### src/rtl/ysyx_23060111_mem_arbiter.sv
// Round-robin arbiter sharing the single data-memory port between IFU (read-only)
// and LSU (read/write), one transaction in flight, with a response watchdog.
module ysyx_23060111_mem_arbiter #(
    parameter int TIMEOUT = 64,
    parameter int CNT_W   = 7
) (
    input  logic        clk,
    input  logic        rst,
    input  logic        ifu_req,
    input  logic [31:0] ifu_addr,
    output logic        ifu_ack,
    output logic [31:0] ifu_rdata,
    output logic        ifu_err,
    input  logic        lsu_req,
    input  logic [31:0] lsu_addr,
    input  logic        lsu_wen,
    input  logic [31:0] lsu_wdata,
    input  logic [3:0]  lsu_wmask,
    output logic        lsu_ack,
    output logic [31:0] lsu_rdata,
    output logic        lsu_err,
    output logic        mem_valid,
    input  logic        mem_ready,
    output logic [31:0] mem_addr,
    output logic        mem_wen,
    output logic [31:0] mem_wdata,
    output logic [3:0]  mem_wmask,
    input  logic        mem_rvalid,
    input  logic [31:0] mem_rdata,
    output logic        busy,
    output logic        owner
);

    typedef enum logic [1:0] {
        S_IDLE,
        S_ISSUE,
        S_WAIT,
        S_DONE
    } state_e;

    localparam logic             OWN_IFU  = 1'b0;
    localparam logic             OWN_LSU  = 1'b1;
    localparam logic [CNT_W-1:0] CNT_LAST = CNT_W'(TIMEOUT - 1);

    state_e           r_state;
    state_e           w_state_nxt;
    logic             r_owner;
    logic             r_last_grant;
    logic [CNT_W-1:0] r_cnt;
    logic [31:0]      r_addr;
    logic             r_wen;
    logic [31:0]      r_wdata;
    logic [3:0]       r_wmask;
    logic [31:0]      r_ifu_rdata;
    logic [31:0]      r_lsu_rdata;
    logic             r_ifu_err;
    logic             r_lsu_err;

    logic             w_grant;
    logic             w_grant_lsu;
    logic             w_capture;
    logic             w_timeout;
    logic             w_cnt_clr;
    logic             w_cnt_inc;
    logic [31:0]      w_rsp_data;

    always_comb begin
        // NOTE: every signal gets a default before the case so no path can infer a latch.
        w_state_nxt = r_state;
        w_grant     = 1'b0;
        w_grant_lsu = 1'b0;
        w_capture   = 1'b0;
        w_timeout   = 1'b0;
        w_cnt_clr   = 1'b0;
        w_cnt_inc   = 1'b0;
        case (r_state)
            S_IDLE: begin
                if (ifu_req || lsu_req) begin
                    w_grant     = 1'b1;
                    // On a tie the LSU wins only if the IFU was granted last.
                    w_grant_lsu = lsu_req && (!ifu_req || (r_last_grant == OWN_IFU));
                    w_state_nxt = S_ISSUE;
                end
            end
            S_ISSUE: begin
                if (mem_ready) begin
                    if (mem_rvalid) begin
                        w_capture   = 1'b1;
                        w_state_nxt = S_DONE;
                    end else begin
                        w_cnt_clr   = 1'b1;
                        w_state_nxt = S_WAIT;
                    end
                end
            end
            S_WAIT: begin
                if (mem_rvalid) begin
                    w_capture   = 1'b1;
                    w_state_nxt = S_DONE;
                end else if (r_cnt == CNT_LAST) begin
                    w_timeout   = 1'b1;
                    w_state_nxt = S_DONE;
                end else begin
                    w_cnt_inc   = 1'b1;
                end
            end
            S_DONE:  w_state_nxt = S_IDLE;
            default: w_state_nxt = S_IDLE;
        endcase
    end

    // NOTE: state is updated with non-blocking assignments so every flop samples pre-edge values.
    always_ff @(posedge clk or negedge rst) begin
        if (!rst) r_state <= S_IDLE;
        else      r_state <= w_state_nxt;
    end

    assign w_rsp_data = w_timeout ? 32'h0 : mem_rdata;

    always_ff @(posedge clk or negedge rst) begin
        if (!rst) begin
            r_owner      <= OWN_IFU;
            r_last_grant <= OWN_LSU;
            r_cnt        <= '0;
            r_addr       <= 32'h0;
            r_wen        <= 1'b0;
            r_wdata      <= 32'h0;
            r_wmask      <= 4'b0000;
            r_ifu_rdata  <= 32'h0;
            r_lsu_rdata  <= 32'h0;
            r_ifu_err    <= 1'b0;
            r_lsu_err    <= 1'b0;
        end else begin
            if (w_grant) begin
                r_owner      <= w_grant_lsu;
                r_last_grant <= w_grant_lsu;
                r_addr       <= w_grant_lsu ? lsu_addr : ifu_addr;
                r_wen        <= w_grant_lsu & lsu_wen;
                r_wdata      <= w_grant_lsu ? lsu_wdata : 32'h0;
                r_wmask      <= w_grant_lsu ? lsu_wmask : 4'b0000;
            end
            if (w_cnt_clr)      r_cnt <= '0;
            else if (w_cnt_inc) r_cnt <= r_cnt + CNT_W'(1);
            if (w_capture || w_timeout) begin
                if (r_owner == OWN_LSU) begin
                    r_lsu_rdata <= w_rsp_data;
                    r_lsu_err   <= w_timeout;
                end else begin
                    r_ifu_rdata <= w_rsp_data;
                    r_ifu_err   <= w_timeout;
                end
            end
        end
    end

    assign mem_valid = (r_state == S_ISSUE);
    assign busy      = (r_state != S_IDLE);
    assign ifu_ack   = (r_state == S_DONE) && (r_owner == OWN_IFU);
    assign lsu_ack   = (r_state == S_DONE) && (r_owner == OWN_LSU);
    assign owner     = r_owner;
    assign mem_addr  = r_addr;
    assign mem_wen   = r_wen;
    assign mem_wdata = r_wdata;
    assign mem_wmask = r_wmask;
    assign ifu_rdata = r_ifu_rdata;
    assign ifu_err   = r_ifu_err;
    assign lsu_rdata = r_lsu_rdata;
    assign lsu_err   = r_lsu_err;

endmodule

### config.mk
export PLATFORM = sky130hd
export DESIGN_NAME = ysyx_23060111_mem_arbiter
export DESIGN_NICKNAME = d
export VERILOG_FILES = /design/src/rtl/ysyx_23060111_mem_arbiter.sv
export SDC_FILE = /design/constraint.sdc
export NUM_CORES = 1
export LEC_CHECK = 0
export BUFFER_PORTS_ARGS = -buffer_cell sky130_fd_sc_hd__buf_2
export CAP_MARGIN = 20
export CORE_MARGIN = 1
export CORE_UTILIZATION = 30
export CTS_BUF_LIST = sky130_fd_sc_hd__clkbuf_4 sky130_fd_sc_hd__clkbuf_8
export DETAILED_ROUTE_END_ITERATION = 6
export GPL_TIMING_DRIVEN = 0
export PLACE_DENSITY = 0.55
export SLEW_MARGIN = 20
export SYNTH_ARGS = -nofsm -noshare
export SYNTH_HDL_FRONTEND = slang
export SYNTH_SLANG_ARGS = --single-unit
### constraint.sdc
create_clock -name clk -period 1.6 [get_ports clk]
set_input_delay 0.08 -clock clk [delete_from_list [all_inputs] [get_ports clk]]
set_output_delay 0.08 -clock clk [all_outputs]
set_load 0.1 [all_outputs]
* Yosys cells after proc, flatten, opt, wreduce, memory -nomap -nowiden
Index checks and enable logic that the tools add are counted.
Operators by class: add/subtract/negate cells 1, equal/unequal tests 7, multiplexer cells 28, bitwise operators 3, reductions and logical operators 13
Operators with widths (number):
- $mux W32 | 3
- $mux W1 | 16
- $mux W7 | 2
- $mux W2 | 4
- $pmux W2 S4 | 1
- $add A7 B1 Y7 const B | 1
- $eq A7 B6 Y1 const B | 1
- $eq A2 B2 Y1 const B | 2
- $mux W4 | 1
- $reduce_and A2 Y1 | 2
- $reduce_bool A2 Y1 | 2
- $logic_and A1 B1 Y1 | 3
- $logic_or A1 B1 Y1 | 3
- $ne A3 B3 Y1 const B | 1
- $reduce_and A3 Y1 | 1
- $eq A2 B1 Y1 const B | 1
- $logic_not A2 Y1 | 1
- $ne A2 B1 Y1 const B | 1
- $ne A2 B2 Y1 const B | 1
- $not A1 Y1 | 2
- $pmux W1 S2 | 1
- $and A1 B1 Y1 | 1
- $logic_not A1 Y1 | 1
Word-level totals: register bits 146, bits of input ports 139, output and inout port bits 140, logic and storage cells 64

* Longest topological paths before layout
depth in word-level cells 6, mapped depth 8

* Worst setup path after synthesis
OpenSTA, ideal clock, no wires.
kind flip-flop to output port, start register r_owner, in the netlist owner, end output port ifu_ack, arrival time 2.404 ns, setup slack -0.884 ns, cell stages (with the launch flop) 3, path buffers 1, path through dfrtp_1 > clkbuf_1 > nor2b_1
On the way: cells in the longest elaborated chain, start to end 2
RTL lines:
- start: declaration | RTL line 47 | logic r_owner;
- start signal: assignment | RTL line 135 | r_owner <= w_grant_lsu;
- $not A1 Y1 (no line)
- $logic_and A1 B1 Y1 | RTL line 158 | assign ifu_ack = (r_state == S_DONE) && (r_owner == OWN_IFU);
- end: declaration | RTL line 11 | output logic ifu_ack,
Every way passes these cells.

* Worst setup path after layout
start register r_state[1], end register r_lsu_rdata[28], in the netlist lsu_rdata[28]
On the way: cells in the longest elaborated chain, start to end 4, elaborated cells on any way between the ends 7
RTL lines:
- start: declaration | RTL line 45 | state_e r_state;
- start signal: assignment | RTL line 115 | else r_state <= w_state_nxt;
- $eq A2 B2 Y1 or $eq A2 B1 Y1 (tied branches) | RTL line 76 | case (r_state)
- $pmux W1 S2 or $mux W1 (tied branches) | RTL line 76
- $logic_or A1 B1 Y1 | RTL line 144 | if (w_capture || w_timeout) begin
- $reduce_and A2 Y1 (no line)
- end signal: assignment | RTL line 146 | r_lsu_rdata <= w_rsp_data;
- end: declaration | RTL line 55 | logic [31:0] r_lsu_rdata;
Parallel ways exist; a longest one is shown, timed or not. A chain may end at the register's enable or synchronous reset.

==> impl_metrics.tcl <==
set metrics [dict create \
    status "finished with violations" \
    violations "negative setup slack" \
    placedCellCount 983 \
    fp-row-count 50 \
    reg2reg_depth 7 \
    wl_met3_mm 1.46 \
    area_growth_pct 71.2 \
    vias 5535 \
    fmax_ghz 0.571 \
    synth_warnings 0 \
    cap_violations 0 \
    clock_sinks 146 \
    crit_slowest_cell "dfrtp_1" \
    clock_latency_ns 0.44 \
    ys_seq_area_share_pct 62.9 \
    finalNonFillerCells 1174 \
    firstDrtPassIters 5 \
    nets 1045 \
    synthCells 444 \
    dieArea_mm2 0.0199 \
    grt_pass1_wl_mm 30.9 \
    routed_wl_mm 19.9 \
    ys_top_cells_by_area "dfrtp_1 62%, a22o_1 15%, mux2i_1 5.7%" \
    synth_fp_nets 588 \
    drt_iter0_markers 177 \
    ctsLongestPathBuffers 2 \
    wl_met2_mm 9.90 \
    finalHoldViolCount 0 \
    crit_required_ns 1.92 \
    nFillCells 1619 \
    start_kind "register" \
    core_mm2 0.0188 \
    synth.avg_cell_area_um2 13.1 \
    critPathArrivalTime_ns 2.07 \
    cts-root-buf "clkbuf_8" \
    setup_ws_ns -0.151 \
    drive_above_1_share_pct 43.9 \
    synth_flop_cell "dfrtp_1" \
    cts_made_buffers 17 \
    synth-seq-cells 146 \
    grt_usage_pct 19.9 \
    yosysTopAreaCellShare_pct 62.4 \
    criticalPathCategory "reg -> reg" \
    reg2reg_from "r_state[1]" \
    io_pins 279 \
    tns_ns -7.67 \
    yosysTopAreaCell "dfrtp_1" \
    critical-path-max-stage-delay_ns 0.41 \
    fin_hold_ws_ns 0.122 \
    final_cell_mix "274 x buf_2, 143 x dfrtp_1, 135 x dlygate4sd3_1" \
    regArea_mm2 0.00366 \
    synth-edff-count 0 \
    htreeDepth 4 \
    place_hpwl_mm 12.7 \
    fin_skew_ns 0.0108 \
    gp_congestion 0.803 \
    period_minus_slack_ns 1.75 \
    finalSetupViolCount 71 \
    port_buffers 278 \
    async_flop_share_pct 100 \
    worstPathCellList "inv_2, ha_4, and2_4, o211a_4, and2_4, buf_8, a22o_1" \
    die_h_um 141 \
    route.detailed.drc 0 \
    timing.rr.end "lsu_rdata[28]" \
    mostFrequentLayoutCell "buf_2" \
    grt_max_degree 77 \
    slew_headroom_pct 63.0 \
    worst_hold_path_type "in -> reg" \
    worstPathMaxFanout 6 \
    synth_cell_type_count 44 \
    grt_pass1_vias 6051 \
    crit_path_end "lsu_rdata[28]" \
    final_antenna_net_count 0 \
    rsz0062_at_grt "yes" \
    fin_crit_sh_pct 109 \
    crit_start "r_state[1]" \
    start_util_pct 30.9 \
    met1_length_mm 8.18 \
    top_layer_used "met4" \
    crit_top_cell "and2_4" \
    cts.clk_slew.worst_paths_ns 0.08 \
    cp-end-kind "register" \
    viasPerCell 4.71 \
    antenna_found_initial 0 \
    r2r_slack_ns -0.15 \
    die_x_um 141 \
    globalRoute.totalOverflow 0 \
    diodes 0 \
    routedWlPerCell_um 17.0 \
    report.final.slew_viol_count 0 \
    netlist_area_mm2 0.00581 \
    cts_tree "built" \
    tightest_slew_ns 0.556 \
    multi_input_area_mm2 0.00211 \
]
[cells in the mapped netlist (2+ instances only)]
library cell,number
dfrtp_1,145
a22o_1,99
nand2_1,39
mux2i_1,33
o21ai_0,33
buf_2,17
buf_6,7
clkbuf_1,7
ha_1,5
inv_1,5
nand2b_1,5
nor2_1,4
nor3_1,4
nor2b_1,3
a21o_1,2
a32o_1,2
and2_1,2
and2_4,2
buf_1,2
nand3_1,2
o211ai_1,2
o21ai_2,2
[timing repair]
action	in CTS	in global routing
setup buffers	17	7
gates cloned	1	2
endpoints found under the hold margin	206	0
endpoints found under the setup margin	141	128
hold buffers	135	0
resized for setup	59	27
pin swaps	12	9
[cells by family (layout without fill, tap and decap cells)]
kind of cell	after synthesis	in the layout	share of synthesized area, %
AOI/OAI and AO/OA	153	153	20.8
xor gates and xnor gates	1	1	0.151
adders and majority gates	5	5	1.08
buffers and inverters	39	509	3.85
DFF	146	146	62.9
muxes	34	34	5.88
and+or+nand+nor	66	66	5.36
[routing by layer]
layer	global-route usage [%]	vias to the layer above
met4	8.64	0
met1	23.0	2696
li1	-	2555
met3	6.08	31
met2	34.2	253
met5	0	-
[final cells by class]
cell class	count	share of cell area (%)
inverters	5	0.251
flip-flops and latches	146	36.8
clock inverters	15	2.33
repair buffers	441	31.0
multi-input cells	259	21.2
clock buffers	17	2.35
plain buffers	31	2.78
well taps	260	3.27
[worst min path at each step]
stage,to,slack [ns],cells after the start,from
floorplan,ifu_err,-0.22,0,rst
global placement,mem_wdata[10],0.30,2,lsu_wdata[10]
detailed placement,ifu_rdata[30],0.07,1,rst
CTS,r_state[0],0.09,3,lsu_req
global route,r_state[1],0.1,3,lsu_req
finish,r_state[1],0.12,3,lsu_req
[sequential cells by signal (all words and copies together) (netlist names)]
| signal | flops |
|---|---|
| ifu_rdata | 32 |
| mem_addr | 32 |
| lsu_err | 1 |
| mem_wdata | 32 |
| lsu_rdata | 32 |
| mem_wmask | 4 |
| r_last_grant | 1 |
| r_state | 2 |
| mem_wen | 1 |
| ifu_err | 1 |
| r_cnt | 7 |
| owner | 1 |
[critical path: cells and delay by family (launching register included)]
kind | cells | cell delay [ns]
and+or+nand+nor | 2 | 0.35
buffers and inverters | 2 | 0.22
DFF | 1 | 0.41
AOI/OAI and AO/OA | 2 | 0.49
adders and majority gates | 1 | 0.16
[per-stage QoR]
| stage | utilization, % | instance area, um2 | worst slack (ns) |
|---|---|---|---|
| after detailed placement | 40.7 | 7660 | -0.415 |
| final | 52.8 | 9950 | -0.151 |
| after global routing | 52.8 | 9950 | -0.222 |
| after CTS | 52.1 | 9800 | -0.211 |
| after global placement | 40.5 | 7620 | -1.82 |
| after floorplan | - | 5900 | -0.415 |
Power is not shown: default switching activity piles up to over one toggle a cycle in this logic, so the estimate is an artifact.
